`src/rtl/fir_interp2_tx_pkg.sv`:
```
// Shared definitions for the transmit interpolate-by-2 FIR: sequencer states and pipeline depth.
package fir_interp2_tx_pkg;

  typedef enum logic [2:0] {
    StClear,
    StIdle,
    StMac0,
    StFlush0,
    StOut0,
    StMac1,
    StFlush1,
    StOut1
  } state_e;

  // Cycles needed to drain the read -> product -> accumulate pipeline after the last address.
  localparam int unsigned FlushCycles = 2;

  function automatic logic is_mac(input state_e s);
    return (s == StMac0) || (s == StMac1);
  endfunction

endpackage

```
`src/rtl/fir_interp2_coeff_rom.sv`:
```
// Prototype coefficient ROM, synchronous read with one clock of latency; address is 2k+p.
module fir_interp2_coeff_rom #(
  parameter int unsigned TAPS        = 64,
  parameter int unsigned COEFF_WIDTH = 18,
  parameter logic [TAPS*COEFF_WIDTH-1:0] COEFFS = '0,
  parameter int unsigned ADDR_WIDTH  = $clog2(TAPS)
) (
  input  logic                          clk,
  input  logic        [ADDR_WIDTH-1:0]  addr,
  output logic signed [COEFF_WIDTH-1:0] coeff
);

  // Coefficient i occupies bits [i*COEFF_WIDTH +: COEFF_WIDTH] of COEFFS.
  always_ff @(posedge clk) begin
    coeff <= COEFFS[32'(addr)*COEFF_WIDTH +: COEFF_WIDTH];
  end

endmodule

```
`src/rtl/fir_interp2_tx.sv`:
```
// Polyphase interpolate-by-2 FIR for I/Q: one shared MAC per rail, two outputs per accepted input.
module fir_interp2_tx
  import fir_interp2_tx_pkg::*;
#(
  parameter int unsigned IN_WIDTH    = 16,
  parameter int unsigned COEFF_WIDTH = 18,
  parameter int unsigned TAPS        = 64,
  parameter int unsigned ACC_WIDTH   = 40,
  parameter int unsigned OUT_WIDTH   = 16,
  parameter int unsigned SHIFT       = 17,
  parameter logic [TAPS*COEFF_WIDTH-1:0] COEFFS = '0
) (
  input  logic                        clk,
  input  logic                        reset,
  input  logic signed [IN_WIDTH-1:0]  data_in_I,
  input  logic signed [IN_WIDTH-1:0]  data_in_Q,
  input  logic                        strobe_in,
  output logic                        busy,
  output logic signed [OUT_WIDTH-1:0] data_out_I,
  output logic signed [OUT_WIDTH-1:0] data_out_Q,
  output logic                        strobe_out,
  output logic                        overrun
);

  localparam int unsigned Half  = TAPS / 2;
  localparam int unsigned PtrW  = (Half > 1) ? $clog2(Half) : 1;
  localparam int unsigned RomAw = PtrW + 1;
  localparam int unsigned ProdW = IN_WIDTH + COEFF_WIDTH;

  localparam logic signed [ACC_WIDTH:0] RoundBias = (ACC_WIDTH+1)'(1) << (SHIFT - 1);
  localparam logic signed [ACC_WIDTH:0] SatMax    = ((ACC_WIDTH+1)'(1) << (OUT_WIDTH - 1)) - 1;
  localparam logic signed [ACC_WIDTH:0] SatMin    = -((ACC_WIDTH+1)'(1) << (OUT_WIDTH - 1));

  state_e            state_q, state_d;
  logic [PtrW-1:0]   cnt_q, cnt_d;
  logic [PtrW-1:0]   wr_ptr_q, wr_ptr_d;

  logic                  buf_we;
  logic [PtrW-1:0]       buf_waddr;
  logic [2*IN_WIDTH-1:0] buf_wdata;
  logic [PtrW-1:0]       rd_addr;
  logic [PtrW:0]         rd_sum;
  logic [RomAw-1:0]      rom_addr;
  logic                  phase;
  logic                  acc_clr;
  logic                  out_load;

  logic [2*IN_WIDTH-1:0]   buf_mem [Half];
  logic [2*IN_WIDTH-1:0]   buf_rd_q;
  logic signed [COEFF_WIDTH-1:0] coeff;
  logic signed [IN_WIDTH-1:0]    x_i, x_q;
  logic signed [ProdW-1:0]       prod_i_q, prod_q_q;
  logic signed [ACC_WIDTH-1:0]   acc_i_q, acc_q_q;
  logic                          rd_vld_q, prod_vld_q;
  logic signed [OUT_WIDTH-1:0]   out_i_q, out_q_q;
  logic                          strobe_q, overrun_q;

  function automatic logic [OUT_WIDTH-1:0] round_sat(input logic signed [ACC_WIDTH-1:0] a);
    logic signed [ACC_WIDTH:0] r;
    r = (ACC_WIDTH+1)'(a) + RoundBias;
    r = r >>> SHIFT;
    if (r > SatMax) begin
      round_sat = SatMax[OUT_WIDTH-1:0];
    end else if (r < SatMin) begin
      round_sat = SatMin[OUT_WIDTH-1:0];
    end else begin
      round_sat = r[OUT_WIDTH-1:0];
    end
  endfunction

  always_comb begin
    state_d   = state_q;
    cnt_d     = cnt_q;
    wr_ptr_d  = wr_ptr_q;
    buf_we    = 1'b0;
    buf_waddr = wr_ptr_q;
    buf_wdata = {data_in_Q, data_in_I};
    phase     = 1'b0;
    acc_clr   = 1'b0;
    out_load  = 1'b0;
    unique case (state_q)
      StClear: begin
        buf_we    = 1'b1;
        buf_waddr = cnt_q;
        buf_wdata = '0;
        if (cnt_q == PtrW'(Half - 1)) begin
          cnt_d   = '0;
          state_d = StIdle;
        end else begin
          cnt_d = cnt_q + PtrW'(1);
        end
      end
      StIdle: begin
        if (strobe_in) begin
          buf_we  = 1'b1;
          acc_clr = 1'b1;
          cnt_d   = '0;
          state_d = StMac0;
        end
      end
      StMac0, StMac1: begin
        phase = (state_q == StMac1);
        if (cnt_q == PtrW'(Half - 1)) begin
          cnt_d   = '0;
          state_d = (state_q == StMac0) ? StFlush0 : StFlush1;
        end else begin
          cnt_d = cnt_q + PtrW'(1);
        end
      end
      StFlush0, StFlush1: begin
        if (cnt_q == PtrW'(FlushCycles - 1)) begin
          cnt_d   = '0;
          state_d = (state_q == StFlush0) ? StOut0 : StOut1;
        end else begin
          cnt_d = cnt_q + PtrW'(1);
        end
      end
      StOut0: begin
        // Second OUT0 cycle coincides with the phase-0 strobe and primes phase 1,
        // keeping both phases at the same TAPS/2+4 cadence.
        if (cnt_q == '0) begin
          out_load = 1'b1;
          cnt_d    = PtrW'(1);
        end else begin
          acc_clr = 1'b1;
          cnt_d   = '0;
          state_d = StMac1;
        end
      end
      StOut1: begin
        out_load = 1'b1;
        wr_ptr_d = (wr_ptr_q == PtrW'(Half - 1)) ? '0 : wr_ptr_q + PtrW'(1);
        state_d  = StIdle;
      end
      default: state_d = StClear;
    endcase
  end

  // Newest sample lives at wr_ptr; tap k reads (wr_ptr - k) mod TAPS/2.
  always_comb begin
    rd_sum = {1'b0, wr_ptr_q} + (PtrW+1)'(Half) - {1'b0, cnt_q};
    if (rd_sum >= (PtrW+1)'(Half)) begin
      rd_sum = rd_sum - (PtrW+1)'(Half);
    end
    rd_addr  = rd_sum[PtrW-1:0];
    rom_addr = {cnt_q, phase};
  end

  always_ff @(posedge clk) begin
    if (reset) begin
      state_q  <= StClear;
      cnt_q    <= '0;
      wr_ptr_q <= '0;
    end else begin
      state_q  <= state_d;
      cnt_q    <= cnt_d;
      wr_ptr_q <= wr_ptr_d;
    end
  end

  always_ff @(posedge clk) begin
    if (buf_we) begin
      buf_mem[buf_waddr] <= buf_wdata;
    end
    buf_rd_q <= buf_mem[rd_addr];
  end

  fir_interp2_coeff_rom #(
    .TAPS        (TAPS),
    .COEFF_WIDTH (COEFF_WIDTH),
    .COEFFS      (COEFFS),
    .ADDR_WIDTH  (RomAw)
  ) u_coeff_rom (
    .clk   (clk),
    .addr  (rom_addr),
    .coeff (coeff)
  );

  assign x_i = buf_rd_q[IN_WIDTH-1:0];
  assign x_q = buf_rd_q[2*IN_WIDTH-1:IN_WIDTH];

  always_ff @(posedge clk) begin
    if (reset) begin
      rd_vld_q   <= 1'b0;
      prod_vld_q <= 1'b0;
      prod_i_q   <= '0;
      prod_q_q   <= '0;
      acc_i_q    <= '0;
      acc_q_q    <= '0;
      out_i_q    <= '0;
      out_q_q    <= '0;
      strobe_q   <= 1'b0;
      overrun_q  <= 1'b0;
    end else begin
      rd_vld_q   <= is_mac(state_q);
      prod_vld_q <= rd_vld_q;
      prod_i_q   <= x_i * coeff;
      prod_q_q   <= x_q * coeff;
      if (acc_clr) begin
        acc_i_q <= '0;
        acc_q_q <= '0;
      end else if (prod_vld_q) begin
        acc_i_q <= acc_i_q + ACC_WIDTH'(prod_i_q);
        acc_q_q <= acc_q_q + ACC_WIDTH'(prod_q_q);
      end
      if (out_load) begin
        out_i_q <= round_sat(acc_i_q);
        out_q_q <= round_sat(acc_q_q);
      end
      strobe_q <= out_load;
      if (strobe_in && (state_q != StIdle)) begin
        overrun_q <= 1'b1;
      end
    end
  end

  assign busy       = (state_q != StIdle);
  assign data_out_I = out_i_q;
  assign data_out_Q = out_q_q;
  assign strobe_out = strobe_q;
  assign overrun    = overrun_q;

endmodule
```
`config.mk`:
```
export PLATFORM = sky130hd
export DESIGN_NAME = fir_interp2_tx
export DESIGN_NICKNAME = d
export VERILOG_FILES = /design/src/rtl/fir_interp2_tx_pkg.sv /design/src/rtl/fir_interp2_coeff_rom.sv /design/src/rtl/fir_interp2_tx.sv
export SDC_FILE = /design/constraint.sdc
export NUM_CORES = 1
export LEC_CHECK = 0
export CAP_MARGIN = 20
export CORE_MARGIN = 2
export CORE_UTILIZATION = 36
export CTS_CLUSTER_DIAMETER = 200
export CTS_CLUSTER_SIZE = 20
export DETAILED_ROUTE_END_ITERATION = 12
export GPL_TIMING_DRIVEN = 0
export PLACE_DENSITY = 0.74
export SYNTH_ARGS = -nofsm -noshare
export SYNTH_HDL_FRONTEND = slang
export SYNTH_SLANG_ARGS = --single-unit
```
`constraint.sdc`:
```
create_clock -name clk -period 2.44 [get_ports clk]
set_input_delay 0.244 -clock clk [delete_from_list [all_inputs] [get_ports clk]]
set_output_delay 0.244 -clock clk [all_outputs]
set_load 0.01 [all_outputs]
```
Word level (Yosys, flattened, before mapping)
Memories as Yosys holds them, arrays and structs flattened. A register that Yosys moved wholly into a read port is not among the register bits.
Index checks and enable logic that the tools add are counted.
{"block": "classes", "n_addsub": 9, "n_mul": 3, "eq_ne": 16, "n_div": 0, "n_bitwise": 0, "muxes": 30, "n_lt_le_gt_ge": 5, "n_shift": 1, "n_reduce_logical": 11}
{"cell": "$shiftx 1152x12->18 const A", "count": 1}
{"cell": "$add 40x18->41 const B", "count": 2}
{"cell": "$add 40x34->40", "count": 2}
{"cell": "$mul 16x18->34", "count": 2}
{"cell": "$mux 16", "count": 4}
{"cell": "$gt 24x16->1 const B", "count": 2}
{"cell": "$lt 24x16->1 const B", "count": 2}
{"cell": "$mux 32", "count": 1}
{"cell": "$mux 5", "count": 6}
{"cell": "$pmux 5 s4", "count": 1}
{"cell": "$mux 3", "count": 6}
{"cell": "$pmux 3 s6", "count": 1}
{"cell": "$eq 3x3->1 const B", "count": 4}
{"cell": "$add 5x1->5 const B", "count": 2}
{"cell": "$eq 5x5->1 const B", "count": 2}
{"cell": "$mul 6x4->10 const B", "count": 1}
{"cell": "$ne 2x2->1 const B", "count": 5}
{"cell": "$mux 1", "count": 7}
{"cell": "$add 5x6->6 const B", "count": 1}
{"cell": "$eq 3x2->1 const B", "count": 2}
{"cell": "$ge 6x6->1 const B", "count": 1}
{"cell": "$pmux 1 s2", "count": 3}
{"cell": "$reduce_or 2->1", "count": 3}
{"cell": "$sub 6x5->6", "count": 1}
{"cell": "13 further kinds", "count": 13}
{"block": "totals", "output_inout_bits": 35, "latchBits": 0, "rom_bits": 0, "mem_count": 1, "in_bits": 35, "elab_cells": 90, "ramBits": 1024, "ff_bits": 215}
{"name": "buf_mem", "depth": 32, "word_bits": 32, "read_ports": 1, "rd_ports_with_merged_regs": 1, "wr": 1, "line": "fir_interp2_tx.sv:48", "text": "logic [2*IN_WIDTH-1:0] buf_mem [Half];"}

Longest topological paths before layout
Gate-level depths: netlist (run 1).
{"block": "logic_depth", "ltp_word": 5, "mapped_depth": 6, "mapped_depth_nobuf": 6}

By module
A second synthesis (run 1) with hierarchy kept.
{"block": "unflattened", "hier_cells": 5795, "hier_area_um2": 73311.6}
{"mod": "fir_interp2_tx", "instances": 1, "area_per_inst_um2": 73172.7, "cells_per_inst": 5776, "seq_area_each_um2": 35333.9}
{"mod": "fir_interp2_coeff_rom", "instances": 1, "area_per_inst_um2": 138.9, "cells_per_inst": 19, "seq_area_each_um2": 0.0}

Least setup slack after synthesis (run 1)
OpenSTA, ideal clock, no wires.
{"block": "synth_path", "kind": "flip-flop to flip-flop", "start": "reg cnt_q[0]", "end": "reg state_q[0]", "stages_incl_launch_ff": 7, "arrival_time_ns": 1.600, "required_time_ns": 2.353, "setup_time_ns": 0.087, "path_buffers": 0, "setup_slack_ns": 0.753, "period_less_slack_ns": 1.687, "path_cell_list": "dfxtp_1 > ha_1 > and3_2 > ha_1 > a211o_1 > and4_1 > nor4b_2"}
{"block": "synth_via", "elab_chain_len": 3, "word_cells_on_any_way": 8, "cone_classes": "6 x eq/ne; 2 x reduce/logical"}
{"element": "from (decl)", "line": "fir_interp2_tx.sv:35", "text": "logic [PtrW-1:0] cnt_q, cnt_d;"}
{"element": "from (signal assigned)", "line": "fir_interp2_tx.sv:156", "text": "cnt_q <= cnt_d;"}
{"element": "$eq 5x1->1, or another cell as far along", "line": "fir_interp2_tx.sv:111", "text": "if (cnt_q == PtrW'(FlushCycles - 1)) begin"}
{"element": "$ne 2x2->1 (no source line)"}
{"element": "$reduce_and 5->1 (no source line) (*)"}
{"element": "to (signal assigned)", "line": "fir_interp2_tx.sv:151", "text": "state_q <= StClear;"}
{"element": "to (signal assigned)", "line": "fir_interp2_tx.sv:155", "text": "state_q <= state_d;"}
{"element": "to (decl)", "line": "fir_interp2_tx.sv:34", "text": "state_e state_q, state_d;"}
Every way passes the cells marked *; elsewhere a longest branch is shown, timed or not.
A chain may end at the register's enable or synchronous reset.

Worst setup path after layout (run 1)
{"block": "layout_path", "start": "reg cnt_q[0]", "end": "reg cnt_q[3]"}
{"block": "layout_via", "elab_chain_len": 3, "word_cells_on_any_way": 6, "cone_classes": "1 x add/sub; 2 x eq/ne; 3 x mux"}
{"element": "$add 5x1->5, or another cell as far along", "line": "fir_interp2_tx.sv:90, fir_interp2_tx.sv:107, fir_interp2_tx.sv:115"}
{"element": "$mux 5, on equally long branches", "line": "fir_interp2_tx.sv:111, fir_interp2_tx.sv:86, fir_interp2_tx.sv:103"}
{"element": "$pmux 5 s4 (*)", "line": "fir_interp2_tx.sv:81", "text": "unique case (state_q)"}
Marked as above.

==> metrics.cfg, run 1 <==
[critical_path]
crit_chain = ha_1 > and3_2 > ha_1 > a211oi_1 > o22ai_1 > a21oi_1
worstSetupStartpointType = flip-flop
crit_slowest_cell = a211oi_1
rr_worst_depth = 6
crit_type = flip-flop to flip-flop
cp_data_arrival_time_ns = 2.36
crit_family = compound AO/OA/AOI/OAI gates
crit_top_cell = ha_1
cp_num_cells = 6
crit_required_ns = 2.68
end_kind = flip-flop
cp_max_fo = 5
slowest_delay_ns = 0.63
worst-path-buf-inv = 0

[timing]
finalSetupViolCount = 0
fin_tns_setup_ns = 0
rsz0062_at_grt = false
min_period_ns = 2.12
fmax_mhz = 471
drv_slew = 0
fin_worst_skew_ns = 0.00357
max-slew-margin-rel = 0.476
fin_crit_sh = 0.870
hold_viol_final = 0
worstMarginPinSlew_ns = 0.781

[placed_design]
dpl_cell_area_um2 = 1640
dp.cells = 212
dp_hpwl_mm = 1.88
place.gp.congestion = 0.832
port_buffers = 37

[logic_synthesis]
synthCells = 129
yosys_warnings = 0
ys_seq_area_frac = 0.430
synth_cell_types = 35
synth-seq-cells = 26
synth_nets = 168
syn_area_per_cell_um2 = 9.38
post_synth_instance_area_um2 = 1210

[grt]
gr-usage-all-layers = 0.137
grt_pass1_wl_mm = 3.95
antenna_found_initial = 0
grt_max_degree = 14
grt_pass1_vias = 894
grt.overflow.total = 0

[clock_network]
cts_made_buffers = 3
cts_root_buffer = clkbuf_4
cts.repair.resized = 0
worstSkewPairLatency_ns = 0.31
cts.reportedPaths.clkPinSlew_ns = 0.12
hold_buffers = 0
post_cts_buffers = 0
cts_buffer_depth = 2
htreeDepth = 1
numClockSinks = 26
cts_tree = done

[pwr]
p_int_uw = 544
power_frac_comb = 0.152
switching_power_uw = 185
p_sw_frac = 0.253
powerDensity_nw_per_um2 = 439
max-vdd-ir-drop_mv = 0.170
pwr-share-clk = 0.235
seq_power_share = 0.613
finalPower_uw = 728
power.static_leakage_uw = 0.000672

[routing]
wl_per_cell_um = 11.2
first_pass_iters = 4
vias_per_cell = 4.65
drtIter0Drc = 24
drt_wl_total_mm = 2.41
drc = 0
drtAntennaViolNets = 0
dr_total_vias = 999

[floorplanning]
rows = 21
fp.coreArea_um2 = 3280
ios = 70
die_w_um = 62.0
die_h_um = 62.0
die-area_um2 = 3840
initial_core_util = 0.368

[cells_and_area]
layout-drive-gt1-share = 0.189
areaGrowthSynthToFinish_pct = 37.2
fin_area_um2 = 1660
n_fill_cell = 299
antenna_cells = 0
layout.cells.non_filler = 215
nets = 210

[hold_path]
hold_path.class = flip-flop to flip-flop
worstHoldPathCells = 1

[outcome]
outcome = complete, no violations

[run]
drv_cap = 0

-- cells in the mapped netlist --
| cell | n | area, um^2 |
|---|---|---|
| buf_2 | 4 | 20.0 |
| and2_1 | 18 | 113 |
| nor3_1 | 3 | 15.0 |
| nand2b_1 | 2 | 12.5 |
| nor2b_1 | 1 | 6.26 |
| xor2_1 | 1 | 8.76 |
| a31o_1 | 1 | 8.76 |
| a211oi_1 | 1 | 7.51 |
| clkbuf_1 | 1 | 3.75 |
| buf_6 | 1 | 11.3 |
| buf_4 | 16 | 120 |
| nand4_1 | 1 | 6.26 |
| nand3_1 | 2 | 10.0 |
| inv_1 | 4 | 15.0 |
| a22o_1 | 1 | 8.76 |
| nor2b_4 | 1 | 13.8 |
| or4_1 | 1 | 7.51 |
| a21oi_2 | 1 | 8.76 |
| a211o_1 | 2 | 17.5 |
| and3_4 | 1 | 11.3 |
| and3_2 | 2 | 15.0 |
| a311oi_1 | 1 | 8.76 |
| ha_1 | 4 | 50.1 |
| o2111ai_2 | 1 | 15.0 |
| nand2_1 | 7 | 26.3 |
| or4b_4 | 1 | 13.8 |
| and4_1 | 2 | 17.5 |
| a31oi_1 | 1 | 6.26 |
| a21oi_1 | 9 | 45.0 |
| dfxtp_1 | 26 | 521 |
| o21ai_0 | 3 | 15.0 |
| o22ai_1 | 1 | 6.26 |
| nor4b_2 | 1 | 15.0 |
| a22oi_1 | 1 | 7.51 |
| nor2_1 | 6 | 22.5 |
-- sequential cells by signal (all words and copies together) (netlist names) --
register    cells
cnt_q           5
data_out_I      8
data_out_Q      8
overrun         1
state_q         3
strobe_out      1
-- worst register-to-register path, delay by kind of cell, from the launching register on --
family,cells,cell delay [ns]
AOI/OAI and AO/OA,3,1.02
adders and majority gates,2,0.45
DFF,1,0.37
and+or+nand+nor,1,0.22
-- final cells by class --
cell class | instances | area [um^2] | share of cell area
flip-flops and latches | 26 | 520 | 0.313
clock buffers | 3 | 22.5 | 0.0136
repair buffers | 37 | 370 | 0.223
plain buffers | 22 | 155 | 0.0934
inverters | 4 | 15.0 | 0.00904
multi-input cells | 77 | 519 | 0.313
well taps | 46 | 57.6 | 0.0347
-- power by group through the flow --
stage,clock (uW),combinational [uW],sequential (uW)
after floorplan,0,78.6,455
after global placement,0,105,455
after detailed placement,0,109,456
after CTS,184,110,447
after global routing,201,123,448
final,171,110,447
-- layout by cell type (no fill, tap or decap), drive strengths merged --
master and count:
clkdlybuf4s50 37, dfxtp 26, buf 21, and2 18, a21oi 10, nand2 7, nor2 6, inv 4
ha 4, clkbuf 4, nor3 3, o21ai 3, and3 3, nand2b 2, nand3 2, a211o 2
and4 2, nor2b 2, a31o 1, a22o 1, a211oi 1, or4b 1, xor2 1, o22ai 1
a22oi 1, o2111ai 1, a31oi 1, nand4 1, nor4b 1, or4 1, a311oi 1
-- metal layers --
metal / wire length [um] / global-route usage
met1: 1040 / 0.153
met2: 1160 / 0.251
met3: 172 / 0.0269
met4: 38 / 0.0547
met5: 0 / 0
-- through the flow --
step | setup slack (ns) | hold slack [ns] | utilization
floorplan | 0.753 | 0.385 | -
global placement | 0.527 | 0.447 | 0.499
detailed placement | 0.410 | 0.444 | 0.499
CTS | 0.355 | 0.481 | 0.506
global route | 0.227 | 0.503 | 0.506
finish | 0.318 | 0.476 | 0.506
-- kinds of logic after synthesis --
logic type	synth area share
buffers and inverters	0.141
adder cells (fa/ha/maj)	0.0414
AO/OA/AOI/OAI	0.128
AND/OR/NAND/NOR	0.252
XOR/XNOR	0.00724
flip-flops	0.430
-- final timing paths --
check / start / to / slack (ns)
max reg2reg: cnt_q[0] / cnt_q[3] / 0.32
max: cnt_q[0] / cnt_q[3] / 0.32
min: data_out_I[15] / data_out_I[15] / 0.48
min reg2reg: data_out_I[15] / data_out_I[15] / 0.48
(Power assumes the default switching activity.)
==> run 2, diff against run 1 <==
--- a/constraint.sdc
+++ b/constraint.sdc
@@ -3,2 +3,2 @@
 set_output_delay 0.244 -clock clk [all_outputs]
-set_load 0.01 [all_outputs]
+set_load 0.1 [all_outputs]
==> run 2 against run 1 <==
  * Sequential cell count did not move
  * Clock skew barely moved
  * Total power rose by 3.2%
  * Wire length fell by 0.21%
  * Largest power group unchanged
  * Critical path type is now flip-flop to output pin
  * Highest routed layer unchanged
  * First-iteration DRC count did not move
  * Critical path depth fell by 4
  * Clock power barely moved
  * Sequential power barely moved
  * Global-route usage did not move
==> metrics.cfg, run 2 (synthesis gave the netlist of run 1 again) <==
[grt]
gr-usage-all-layers = 0.137  ; unchanged
grt.overflow.total = 0  ; unchanged
grt_pass1_vias = 894  ; unchanged
grt_max_degree = 14  ; unchanged
grt_pass1_wl_mm = 3.95  ; unchanged
antenna_found_initial = 0  ; unchanged

[critical_path]
crit_end = data_out_Q[3]
crit_chain = buf_4 > clkdlybuf4s50_1
crit_type = flip-flop to output pin
crit_family = buffers and inverters
crit_required_ns = 2.20  ; -0.48 ns
timing.critical_path.from = data_out_Q[3]
timing.rr.start = cnt_q[0]
cp_num_cells = 2  ; -4
cp_max_fo = 5  ; unchanged
timing.rr.end = cnt_q[3]
slowest_delay_ns = 1.12  ; +0.49 ns
end_kind = output pin
worst-path-buf-inv = 2  ; +2
crit_slowest_cell = clkdlybuf4s50_1
rr_worst_depth = 6  ; unchanged
reg2reg_slack_ns = 0.32  ; about the same
worstSetupStartpointType = flip-flop
cp_data_arrival_time_ns = 1.97  ; -0.39 ns

[placed_design]
dp_hpwl_mm = 1.88  ; unchanged
port_buffers = 37  ; unchanged
place.gp.congestion = 0.832  ; unchanged
pre_cts_slack_ns = 0.190  ; -0.220 ns
dp.cells = 212  ; unchanged

[floorplanning]
die_w_um = 62.0  ; unchanged
initial_core_util = 0.368  ; unchanged
ios = 70  ; unchanged
rows = 21  ; unchanged
fp.coreArea_um2 = 3280  ; unchanged
die-area_um2 = 3840  ; unchanged
die_h_um = 62.0  ; unchanged

[pwr]
p_int_uw = 542  ; -0.39%
power.static_leakage_uw = 0.000672  ; about the same
switching_power_uw = 210  ; +14%
seq_power_share = 0.594  ; -0.019
power_frac_comb = 0.178  ; +0.026
pwr-share-clk = 0.228  ; -0.007
p_sw_frac = 0.279  ; +0.0256
powerDensity_nw_per_um2 = 454  ; +3.5%
max-vdd-ir-drop_mv = 0.228  ; +34%
finalPower_uw = 751  ; +3.2%

[clock_network]
numClockSinks = 26  ; unchanged
cts.reportedPaths.clkPinSlew_ns = 0.13  ; about the same
cts_buffer_depth = 2  ; unchanged
hold_buffers = 0  ; unchanged
cts_root_buffer = clkbuf_4
cts_tree = done
htreeDepth = 1  ; unchanged
cts_made_buffers = 3  ; unchanged
worstSkewPairLatency_ns = 0.31  ; about the same

[routing]
vias_per_cell = 4.65  ; +0.10%
wl_per_cell_um = 11.2  ; -0.21%
first_pass_iters = 4  ; unchanged
drtIter0Drc = 24  ; unchanged
drt_wl_total_mm = 2.41  ; -0.21%
drc = 0  ; unchanged
dr_total_vias = 1000  ; +0.10%
drtAntennaViolNets = 0  ; unchanged

[timing]
fin_ws_ns = 0.225  ; -0.0930 ns
fmax_mhz = 452  ; -4.2%
max-slew-margin-rel = 0.344  ; -0.132
hold_viol_final = 0  ; unchanged
rsz0062_at_grt = false
finalSetupViolCount = 0  ; unchanged
fin_tns_setup_ns = 0  ; unchanged
timing.hold.ws_ns = 0.476  ; +0.0000570 ns
drv_slew = 0  ; unchanged
worstMarginPinSlew_ns = 0.981  ; +0.200 ns
fin_worst_skew_ns = 0.00364  ; +0.0000689 ns
fin_crit_sh = 0.908  ; +0.0381
min_period_ns = 2.21  ; +0.0930 ns

[cells_and_area]
antenna_cells = 0  ; unchanged
nets = 210  ; unchanged
final_common_cell = clkdlybuf4s50_1
layout-drive-gt1-share = 0.195  ; +0.00592
layout_common_cells = clkdlybuf4s50_1 (36), dfxtp_1 (26), and2_1 (18)
areaGrowthSynthToFinish_pct = 36.8
layout.cells.non_filler = 215  ; unchanged
n_fill_cell = 300  ; +0.33%

[run]
drv_cap = 0  ; unchanged

[hold_path]
hold_path.class = flip-flop to flip-flop

[outcome]
outcome = complete, no violations

run 2: changes by cell type in the layout (fill, tap and decap cells not counted):
cell,before,now
clkbuf_2,0,1
clkdlybuf4s50_1,37,36
run 2: layout make-up:
class	instances	area, um^2	area share
Clock buffer	3	22.5	0.0136
Sequential cell	26	520	0.314
Timing Repair Buffer	37	365	0.221
Inverter	4	15.0	0.00907
Tap cell	46	57.6	0.0348
Buffer	22	155	0.0937
Multi-Input combinational cell	77	519	0.314
run 2: worst min-delay path by stage:
stage / from / end / depth (start not counted)
floorplan: strobe_in / overrun / 2
global placement: data_out_I[14] / data_out_I[14] / 1
detailed placement: data_out_I[15] / data_out_I[15] / 1
CTS: data_out_I[15] / data_out_I[15] / 1
global route: data_out_Q[15] / data_out_Q[15] / 1
finish: data_out_I[15] / data_out_I[15] / 1
run 2: power by group through the flow:
stage | Clock [uW] | Combinational [uW] | Sequential [uW]
after floorplan | 0 | 92.4 | 466
after global placement | 0 | 130 | 455
after detailed placement | 0 | 134 | 456
after CTS | 184 | 134 | 447
after global routing | 201 | 146 | 448
final | 171 | 133 | 447
run 2: what timing repair did:
item,4_1_cts,5_1_grt
endpoints found under the setup margin,1,1
gates resized for setup,1,2
buffers inserted,0,0
run 2: per-stage QoR:
stage                     utilization  area, um^2
after floorplan                     -        1210
after global placement          0.499        1640
after detailed placement        0.499        1640
after CTS                       0.505        1660
after global routing            0.504        1660
final                           0.504        1660
run 2: layer usage:
| layer | wire (um) | global-route usage | up-vias |
|---|---|---|---|
| li1 | - | - | 505 |
| met1 | 1030 | 0.153 | 446 |
| met2 | 1160 | 0.251 | 43 |
| met3 | 174 | 0.0269 | 6 |
| met4 | 38 | 0.0547 | 0 |
| met5 | 0 | 0 | - |
==> run 3, diff against run 2 <==
Settings changed: CORE_MARGIN 2 to not set, CORE_UTILIZATION 36 to 38, PLACE_DENSITY 0.74 to 0.77.
Clock period 2.44 ns to 2.8 ns, I/O delays scaled along.
==> run 3 against run 2 <==
  * Sequential share of layout area decreased by 0.31 points
  * Via count down 0.80%
  * Sequential cell count unchanged
  * Critical path type unchanged
  * Critical endpoint is now busy
==> metrics.cfg, run 3 (synthesis gave the netlist of run 1 again) <==
[timing]
worstMarginPinSlew_ns = 0.983  ; +0.00236 ns
min_period_ns = 2.66
fmax_mhz = 376
hold_viol_final = 0  ; unchanged
fin_worst_skew_ns = 0.00776  ; +0.00412 ns
timing.hold.ws_ns = 0.476  ; -0.000687 ns
fin_crit_sh = 0.949
drv_slew = 0  ; unchanged
max-slew-margin-rel = 0.342  ; -0.00158
fin_tns_setup_ns = 0  ; unchanged
fin_ws_ns = 0.144  ; -0.0817 ns
rsz0062_at_grt = false
finalSetupViolCount = 0  ; unchanged

[clock_network]
numClockSinks = 26  ; unchanged
htreeDepth = 1  ; unchanged
worstSkewPairLatency_ns = 0.32  ; about the same
cts.repair.resized = 0  ; -1
cts_tree = done
cts_root_buffer = clkbuf_4
post_cts_buffers = 0  ; unchanged
hold_buffers = 0  ; unchanged
cts_made_buffers = 3  ; unchanged
cts_buffer_depth = 2  ; unchanged
cts.reportedPaths.clkPinSlew_ns = 0.14  ; about the same

[routing]
drt_wl_total_mm = 2.38  ; -1.1%
drtAntennaViolNets = 0  ; unchanged
wl_per_cell_um = 11.1  ; -0.66%
vias_per_cell = 4.64  ; -0.34%
first_pass_iters = 4  ; unchanged
drc = 0  ; unchanged
dr_total_vias = 992  ; -0.80%
drtIter0Drc = 23  ; -4.2%

[floorplanning]
die_w_um = 58.4  ; -5.7%
initial_core_util = 0.400  ; +0.0312
die-area_um2 = 3410  ; -11%
die_h_um = 58.4  ; -5.7%
ios = 70  ; unchanged
rows = 20  ; -4.8%
fp.coreArea_um2 = 3030  ; -7.8%

[grt]
grt_pass1_wl_mm = 3.93  ; -0.33%
grt_max_degree = 15  ; +1
gr-usage-all-layers = 0.148  ; +0.0110
grt_pass1_vias = 917  ; +2.6%
antenna_found_initial = 0  ; unchanged
grt.overflow.total = 0  ; unchanged

[critical_path]
cp_data_arrival_time_ns = 2.38  ; +0.41 ns
end_kind = output pin
crit_required_ns = 2.52  ; +0.32 ns
crit_type = flip-flop to output pin
worstSetupStartpointType = flip-flop
cp_max_fo = 10  ; +5

[cells_and_area]
final_common_cell = clkdlybuf4s50_1
antenna_cells = 0  ; unchanged
n_fill_cell = 283  ; -5.7%
layout-drive-gt1-share = 0.194  ; -0.00115
areaGrowthSynthToFinish_pct = 38.2
fin_area_um2 = 1670  ; +0.98%
layout_common_cells = clkdlybuf4s50_1 (37), dfxtp_1 (26), and2_1 (18)
nets = 210  ; unchanged

[hold_path]
hold_path.class = flip-flop to flip-flop

[pwr]
switching_power_uw = 194  ; -7.6%
p_sw_frac = 0.278  ; -0.00122
max-vdd-ir-drop_mv = 0.223  ; -2.2%
powerDensity_nw_per_um2 = 417  ; -8.1%
seq_power_share = 0.559  ; -0.035
finalPower_uw = 697  ; -7.2%
power_frac_comb = 0.170  ; -0.008
power.static_leakage_uw = 0.000679  ; +1.2%
p_int_uw = 503  ; -7.1%
pwr-share-clk = 0.271  ; +0.043

[outcome]
outcome = complete, no violations

[placed_design]
place.gp.congestion = 0.860  ; +3.4%
dp_hpwl_mm = 1.84  ; -1.9%
dpl_cell_area_um2 = 1640  ; -0.15%
pre_cts_slack_ns = 0.520  ; +0.330 ns
port_buffers = 37  ; unchanged

[run]
drv_cap = 0  ; unchanged

run 3: cell count changes in the layout (fill, tap and decap cells not counted):
cell | previous run | this run
clkbuf_2 | 1 | 0
clkbuf_8 | 0 | 1
clkdlybuf4s50_1 | 36 | 37
run 3: power by group through the flow:
| stage | Sequential (uW) | Combinational [uW] | Clock, uW |
|---|---|---|---|
| after CTS | 389 | 118 | 196 |
| final | 390 | 118 | 189 |
| after global routing | 391 | 129 | 211 |
| after detailed placement | 397 | 118 | 0 |
| after global placement | 397 | 113 | 0 |
| after floorplan | 406 | 80.5 | 0 |
run 3: metal layers:
layer / track usage / routed length, um / vias to the layer above
li1: - / - / 504
met1: 0.169 / 1040 / 449
met3: 0.0418 / 174 / 2
met5: 0 / 0 / -
met4: 0.0442 / 9 / 0
met2: 0.268 / 1160 / 37
run 3: area by class of cell:
| type | instances | area (um^2) | share of cell area |
|---|---|---|---|
| repair buffers | 37 | 370 | 0.222 |
| multi-input cells | 77 | 519 | 0.311 |
| well taps | 44 | 55.1 | 0.0329 |
| flip-flops and latches | 26 | 520 | 0.311 |
| plain buffers | 22 | 155 | 0.0928 |
| clock buffers | 4 | 36.3 | 0.0217 |
| inverters | 4 | 15.0 | 0.00898 |
run 3: worst paths after layout:
kind,cells past startpoint,to,slack [ns],from
hold / removal,1,data_out_I[7],0.48,data_out_I[7]
setup / recovery,4,busy,0.14,state_q[2]
setup reg to reg,6,cnt_q[2],0.75,cnt_q[0]
hold reg to reg,1,data_out_I[7],0.48,data_out_I[7]
run 3: worst max-delay path, stage by stage, from the launching register on:
cell             delay (ns)
dfxtp_1                0.33
buf_2                  0.21
buf_2                  0.24
nand2b_1               0.15
clkdlybuf4s50_1        1.13
run 3: metrics by stage:
step            util  std cells
2_1_floorplan      -        129
3_3_place_gp   0.540        210
3_5_place_dp   0.540        210
4_1_cts        0.552        214
5_1_grt        0.552        214
6_report       0.552        214
